File: src/rtl/ibex_icache_ram_pkg.sv
// Shared types and constants for the icache tag-RAM scrub wrapper and its key register.
// Pure definitions: no latency, no flow control.
package ibex_icache_ram_pkg;

  typedef enum logic {
    SCRUB = 1'b0,
    IDLE  = 1'b1
  } scrub_state_e;

  localparam int unsigned DefaultTagWidth = 22;
  localparam logic [DefaultTagWidth-1:0] DefaultInvalidTag = '0;

  function automatic int unsigned IdxW(input int unsigned num_lines);
    return $clog2(num_lines);
  endfunction

endpackage

File: src/rtl/ibex_icache_key_reg.sv
// Scramble key/nonce/valid registers; loads one cycle after key_valid_i, valid sticks until reset.
// No backpressure: every key_valid_i pulse is captured.
module ibex_icache_key_reg #(
  parameter int unsigned KeyWidth   = 128,
  parameter int unsigned NonceWidth = 64
) (
  input  logic                  clk_i,
  input  logic                  rst_i,
  input  logic                  key_valid_i,
  input  logic [KeyWidth-1:0]   key_i,
  input  logic [NonceWidth-1:0] nonce_i,
  output logic                  key_valid_q_o,
  output logic [KeyWidth-1:0]   key_q_o,
  output logic [NonceWidth-1:0] nonce_q_o
);

  logic                  key_valid_q;
  logic [KeyWidth-1:0]   key_q;
  logic [NonceWidth-1:0] nonce_q;

  always_ff @(posedge clk_i or posedge rst_i) begin
    if (rst_i) begin
      key_valid_q <= 1'b0;
      key_q       <= '0;
      nonce_q     <= '0;
    end else if (key_valid_i) begin
      key_valid_q <= 1'b1;
      key_q       <= key_i;
      nonce_q     <= nonce_i;
    end
  end

  assign key_valid_q_o = key_valid_q;
  assign key_q_o       = key_q;
  assign nonce_q_o     = nonce_q;

endmodule

File: src/rtl/ibex_icache_ram_scrub.sv
// Tag-bank front end: zero-latency core pass-through when idle, NumLines-cycle invalidate walk otherwise.
// Core is stalled (tag_gnt_o=0) while scrubbing; optional IBEX_ICACHE_SCRUB_CNT_EN adds a pass counter.
module ibex_icache_ram_scrub
  import ibex_icache_ram_pkg::*;
#(
  parameter int unsigned          NumWays    = 2,
  parameter int unsigned          NumLines   = 64,
  parameter int unsigned          TagWidth   = DefaultTagWidth,
  parameter int unsigned          KeyWidth   = 128,
  parameter int unsigned          NonceWidth = 64,
  parameter logic [TagWidth-1:0]  InvalidTag = TagWidth'(DefaultInvalidTag)
) (
  input  logic                        clk_i,
  input  logic                        rst_i,
  input  logic                        key_valid_i,
  input  logic [KeyWidth-1:0]         key_i,
  input  logic [NonceWidth-1:0]       nonce_i,
  input  logic                        inval_req_i,
  input  logic [NumWays-1:0]          tag_req_i,
  input  logic                        tag_write_i,
  input  logic [$clog2(NumLines)-1:0] tag_addr_i,
  input  logic [TagWidth-1:0]         tag_wdata_i,
  output logic                        tag_gnt_o,
  output logic [NumWays-1:0]          ram_req_o,
  output logic                        ram_write_o,
  output logic [$clog2(NumLines)-1:0] ram_addr_o,
  output logic [TagWidth-1:0]         ram_wdata_o,
  output logic                        key_valid_q_o,
  output logic [KeyWidth-1:0]         key_q_o,
  output logic [NonceWidth-1:0]       nonce_q_o,
`ifdef IBEX_ICACHE_SCRUB_CNT_EN
  output logic [7:0]                  scrub_cnt_o,
`endif
  output logic                        busy_o
);

  localparam int unsigned           IdxWidth = IdxW(NumLines);
  localparam logic [IdxWidth-1:0]   LastIdx  = IdxWidth'(NumLines - 1);

  scrub_state_e          state_q, state_d;
  logic [IdxWidth-1:0]   idx_q, idx_d;
  logic                  trigger;

  // A key change and an invalidate in the same cycle collapse into one restart.
  assign trigger = key_valid_i | inval_req_i;

  always_ff @(posedge clk_i or posedge rst_i) begin
    if (rst_i) begin
      state_q <= SCRUB;
      idx_q   <= '0;
    end else begin
      state_q <= state_d;
      idx_q   <= idx_d;
    end
  end

  always_comb begin
    state_d     = state_q;
    idx_d       = idx_q;
    tag_gnt_o   = 1'b0;
    ram_req_o   = '1;
    ram_write_o = 1'b1;
    ram_addr_o  = idx_q;
    ram_wdata_o = InvalidTag;

    unique case (state_q)
      SCRUB: begin
        if (trigger) begin
          idx_d = '0;
        end else if (idx_q == LastIdx) begin
          state_d = IDLE;
          idx_d   = '0;
        end else begin
          idx_d = idx_q + 1'b1;
        end
      end
      IDLE: begin
        tag_gnt_o   = |tag_req_i;
        ram_req_o   = tag_req_i;
        ram_write_o = tag_write_i;
        ram_addr_o  = tag_addr_i;
        ram_wdata_o = tag_wdata_i;
        if (trigger) begin
          state_d = SCRUB;
          idx_d   = '0;
        end
      end
      default: begin
        state_d = SCRUB;
        idx_d   = '0;
      end
    endcase
  end

  assign busy_o = (state_q == SCRUB);

  ibex_icache_key_reg #(
    .KeyWidth   (KeyWidth),
    .NonceWidth (NonceWidth)
  ) u_key_reg (
    .clk_i         (clk_i),
    .rst_i         (rst_i),
    .key_valid_i   (key_valid_i),
    .key_i         (key_i),
    .nonce_i       (nonce_i),
    .key_valid_q_o (key_valid_q_o),
    .key_q_o       (key_q_o),
    .nonce_q_o     (nonce_q_o)
  );

`ifdef IBEX_ICACHE_SCRUB_CNT_EN
  logic [7:0] scrub_cnt_q;
  logic       pass_done;

  // Only a pass that reaches its last line untouched by a new trigger counts.
  assign pass_done = (state_q == SCRUB) && !trigger && (idx_q == LastIdx);

  always_ff @(posedge clk_i or posedge rst_i) begin
    if (rst_i) begin
      scrub_cnt_q <= '0;
    end else if (pass_done && (scrub_cnt_q != 8'hFF)) begin
      scrub_cnt_q <= scrub_cnt_q + 8'd1;
    end
  end

  assign scrub_cnt_o = scrub_cnt_q;
`endif

endmodule
File: config.mk
export PLATFORM = sky130hd
export DESIGN_NAME = ibex_icache_ram_scrub
export DESIGN_NICKNAME = d
export VERILOG_FILES = /design/src/rtl/ibex_icache_ram_pkg.sv /design/src/rtl/ibex_icache_key_reg.sv /design/src/rtl/ibex_icache_ram_scrub.sv
export SDC_FILE = /design/constraint.sdc
export NUM_CORES = 1
export LEC_CHECK = 0
export CORE_AREA = 2 2 174 176
export CTS_CLUSTER_DIAMETER = 100
export DETAILED_ROUTE_END_ITERATION = 7
export DIE_AREA = 0 0 176 178
export SETUP_SLACK_MARGIN = 0.1
export SYNTH_ARGS = -nofsm -noshare
export SYNTH_HDL_FRONTEND = slang
export SYNTH_SLANG_ARGS = --single-unit
File: constraint.sdc
create_clock -name clk_i -period 9.1 [get_ports clk_i]
set_clock_uncertainty 0.05 [all_clocks]
set_input_delay 1.82 -clock clk_i [delete_from_list [all_inputs] [get_ports clk_i]]
set_output_delay 1.82 -clock clk_i [all_outputs]
set_load 0.1 [all_outputs]
==> results.tsv <==
metric	value	unit
status	finished clean	
area growth from synthesis to layout	71.7	%
post-synthesis adder-cell area fraction	0.162	%
design area	13300	um^2
crit-path max FO	1	
grt ovf	0	
Routed WL	24300	um
clk buf depth	2	
placed cells	1303	
CTS clk-pin slew, worst paths	0.07	ns
fin cells	1336	
setup violators final	0	
CP Launch Type	input port	
clock root cell	clkbuf_16	
height of the die	178	um
Min Hold Slack	0.421	ns
initial DRC count	228	
Setup Buffers After CTS	0	
Max-Slew Margin vs Limit	27.0	%
WHS Path Cells	1	
Max VDD drop	100	uV
Core Area	29400	um^2
Synth Instances	483	
nature of the critical path endpoint	output port	
Core Util, Final	45.1	%
GRT Overall Usage	15.3	%
PD cells	217	nW/um^2
register area share after synthesis	64.8	%
Reg-to-Reg Start	state_q	
layout net count	1160	
routed vias/inst	4.22	
IO Pins	453	
max-slew violations	0	
largest net degree at the start of global routing	77	
simple logic cell fraction of the synthesized area	3.35	%
post-synthesis mux area share	29.0	%
DP Area	12700	um^2
largest family of logic cells by synthesized area	multiplexers	
Netlist cell types	25	
post-CTS sizing	0	
row cnt	63	
TritonCTS clock tree	yes	
r2r setup slk	7.62	ns
Synth Cell Area	7720	um^2
Crit Path Class	input port to output port	
P_leak	5.34	nW
FF+latch count, synth	200	
Initial Utilization	26.3	%
drt wl/cell	18.2	um
global-route wire length before repair	35800	um
CTS sink count	200	
RePlAce Congestion	0.786	
share of cells above drive strength 1	25.3	%
worst reg2reg path depth	4	
Tmin final	5.52	ns
WP data required	7.23	ns
Hold Path Class	register to register	
DRT Pass-1 Iters	4	
TNS Setup	0	ns
yosys warns	0	
total CTS buffers	17	
vias in the first global route	5897	
antenna violations before repair	1	
mean post-synth cell area	16.0	um^2
Worst Hold Endpoint	u_key_reg.key_valid_q_o	
hold_sp	u_key_reg.key_valid_q_o	
detailed-route via count	5640	
IO buf count	452	
Post-Synth XOR/XNOR Area	0.227	%
antenna-violating nets left	0	
Die W	176	um
R2R Path End	idx_q[5]	
max cap viols	0	
Post-DP HPWL	18400	um
Worst-Margin Slew	1.09	ns
worst skew pair latency	0.43	ns
Arrival @ worst endpoint	3.65	ns
Die ar.	31300	um^2
period utilisation layout	60.7	%
CTS H-tree depth	4	
# hold bufs at CTS	0	
RSZ-0062 raised after global routing	no	
Post-Syn Nets	711	
DRC	0	
complex-gate fraction of the synthesized area	0.664	%
final hold vios	0	
fmax	181	MHz
layout make-up:
cell class	instances	area, um^2
Timing Repair Buffer	457	4560
Tap cell	390	488
Clock buffer	20	467
Inverter	2	15.0
Fill cell	2677	16100
Clock inverter	12	140
Antenna cell	1	2.50
Multi-Input combinational cell	254	2580
Sequential cell	200	5000
sequential cells by signal (all words and copies together) (netlist names):
name	flops
state_q	1
idx_q	6
u_key_reg.nonce_q_o	64
u_key_reg.key_q_o	128
u_key_reg.key_valid_q_o	1
worst max-delay path: stages:
cell and delay (ns):
clkdlybuf4s50_1 0.53, mux2_2 0.18, clkdlybuf4s50_1 1.12
logic make-up after synthesis:
| logic type | Yosys count |
|---|---|
| AO/OA/AOI/OAI | 7 |
| XOR/XNOR | 2 |
| adder cells (fa/ha/maj) | 1 |
| buffers and inverters | 29 |
| flip-flops | 200 |
| multiplexers | 199 |
| AND/OR/NAND/NOR | 45 |
report_power, final:
group	switching (mW)	internal (mW)	leakage, nW
Clock	0.354	0.432	0.290
Combinational	0.768	0.301	2.70
Sequential	0.0441	0.974	2.35
Total	1.17	1.71	5.34
routing by layer:
metal	vias to the layer above	share of wire, %	track usage [%]
met5	-	0	0
met4	0	1.1	4.13
met3	12	10	6.91
met2	258	53	27.4
met1	2784	36	16.2
li1	2586	-	-
cells in the mapped netlist, drive strengths merged:
master | instances | area, um^2
nand2 | 4 | 15.0
nand2b | 3 | 18.8
o21ba | 1 | 10.0
nand4b | 2 | 17.5
buf | 24 | 120
and2 | 22 | 138
o211ai | 1 | 7.51
dfrtp | 200 | 5000
nor2b | 1 | 6.26
mux2i | 1 | 10.0
clkbuf | 3 | 11.3
nor2 | 6 | 22.5
xnor2 | 1 | 8.76
or3 | 3 | 18.8
a21oi | 2 | 10.0
inv | 2 | 7.51
xor2 | 1 | 8.76
nand3 | 2 | 10.0
o21ai | 1 | 5.00
mux2 | 198 | 2230
o22ai | 1 | 12.5
a31oi | 1 | 6.26
or2 | 2 | 12.5
ha | 1 | 12.5
per-stage QoR:
step           power (mW)  setup WS, ns
3_3_place_gp         2.11          3.56
4_1_cts              2.92          3.56
2_1_floorplan        1.79          1.78
3_5_place_dp         2.11          3.56
5_1_grt              2.99          3.55
6_report             2.87          3.58
how the worst max path moves through the flow:
stage | from | to | slack, ns | depth (start not counted)
after global routing | tag_addr_i[3] | ram_addr_o[3] | 3.55 | 3
after detailed placement | tag_addr_i[3] | ram_addr_o[3] | 3.56 | 3
final | tag_addr_i[3] | ram_addr_o[3] | 3.58 | 3
after CTS | tag_addr_i[3] | ram_addr_o[3] | 3.56 | 3
after floorplan | rst_i | idx_q[0] | 1.78 | 1
after global placement | tag_addr_i[3] | ram_addr_o[3] | 3.56 | 3
cells in the final DEF (no fill, tap or decap), types with 2 or more instances in the layout:
cell type	instances
inv_6	3
nor2_1	6
clkinv_4	3
clkinvlp_4	3
clkbuf_16	17
dfrtp_1	200
mux2_2	198
buf_4	5
or3_1	3
nand4b_1	2
nand3_1	2
nand2b_1	3
clkdlybuf4s50_1	451
clkbuf_8	3
bufinv_16	2
nand2_1	4
and2_1	22
a21oi_1	2
No activity file was read; power rests on OpenSTA's default activity.
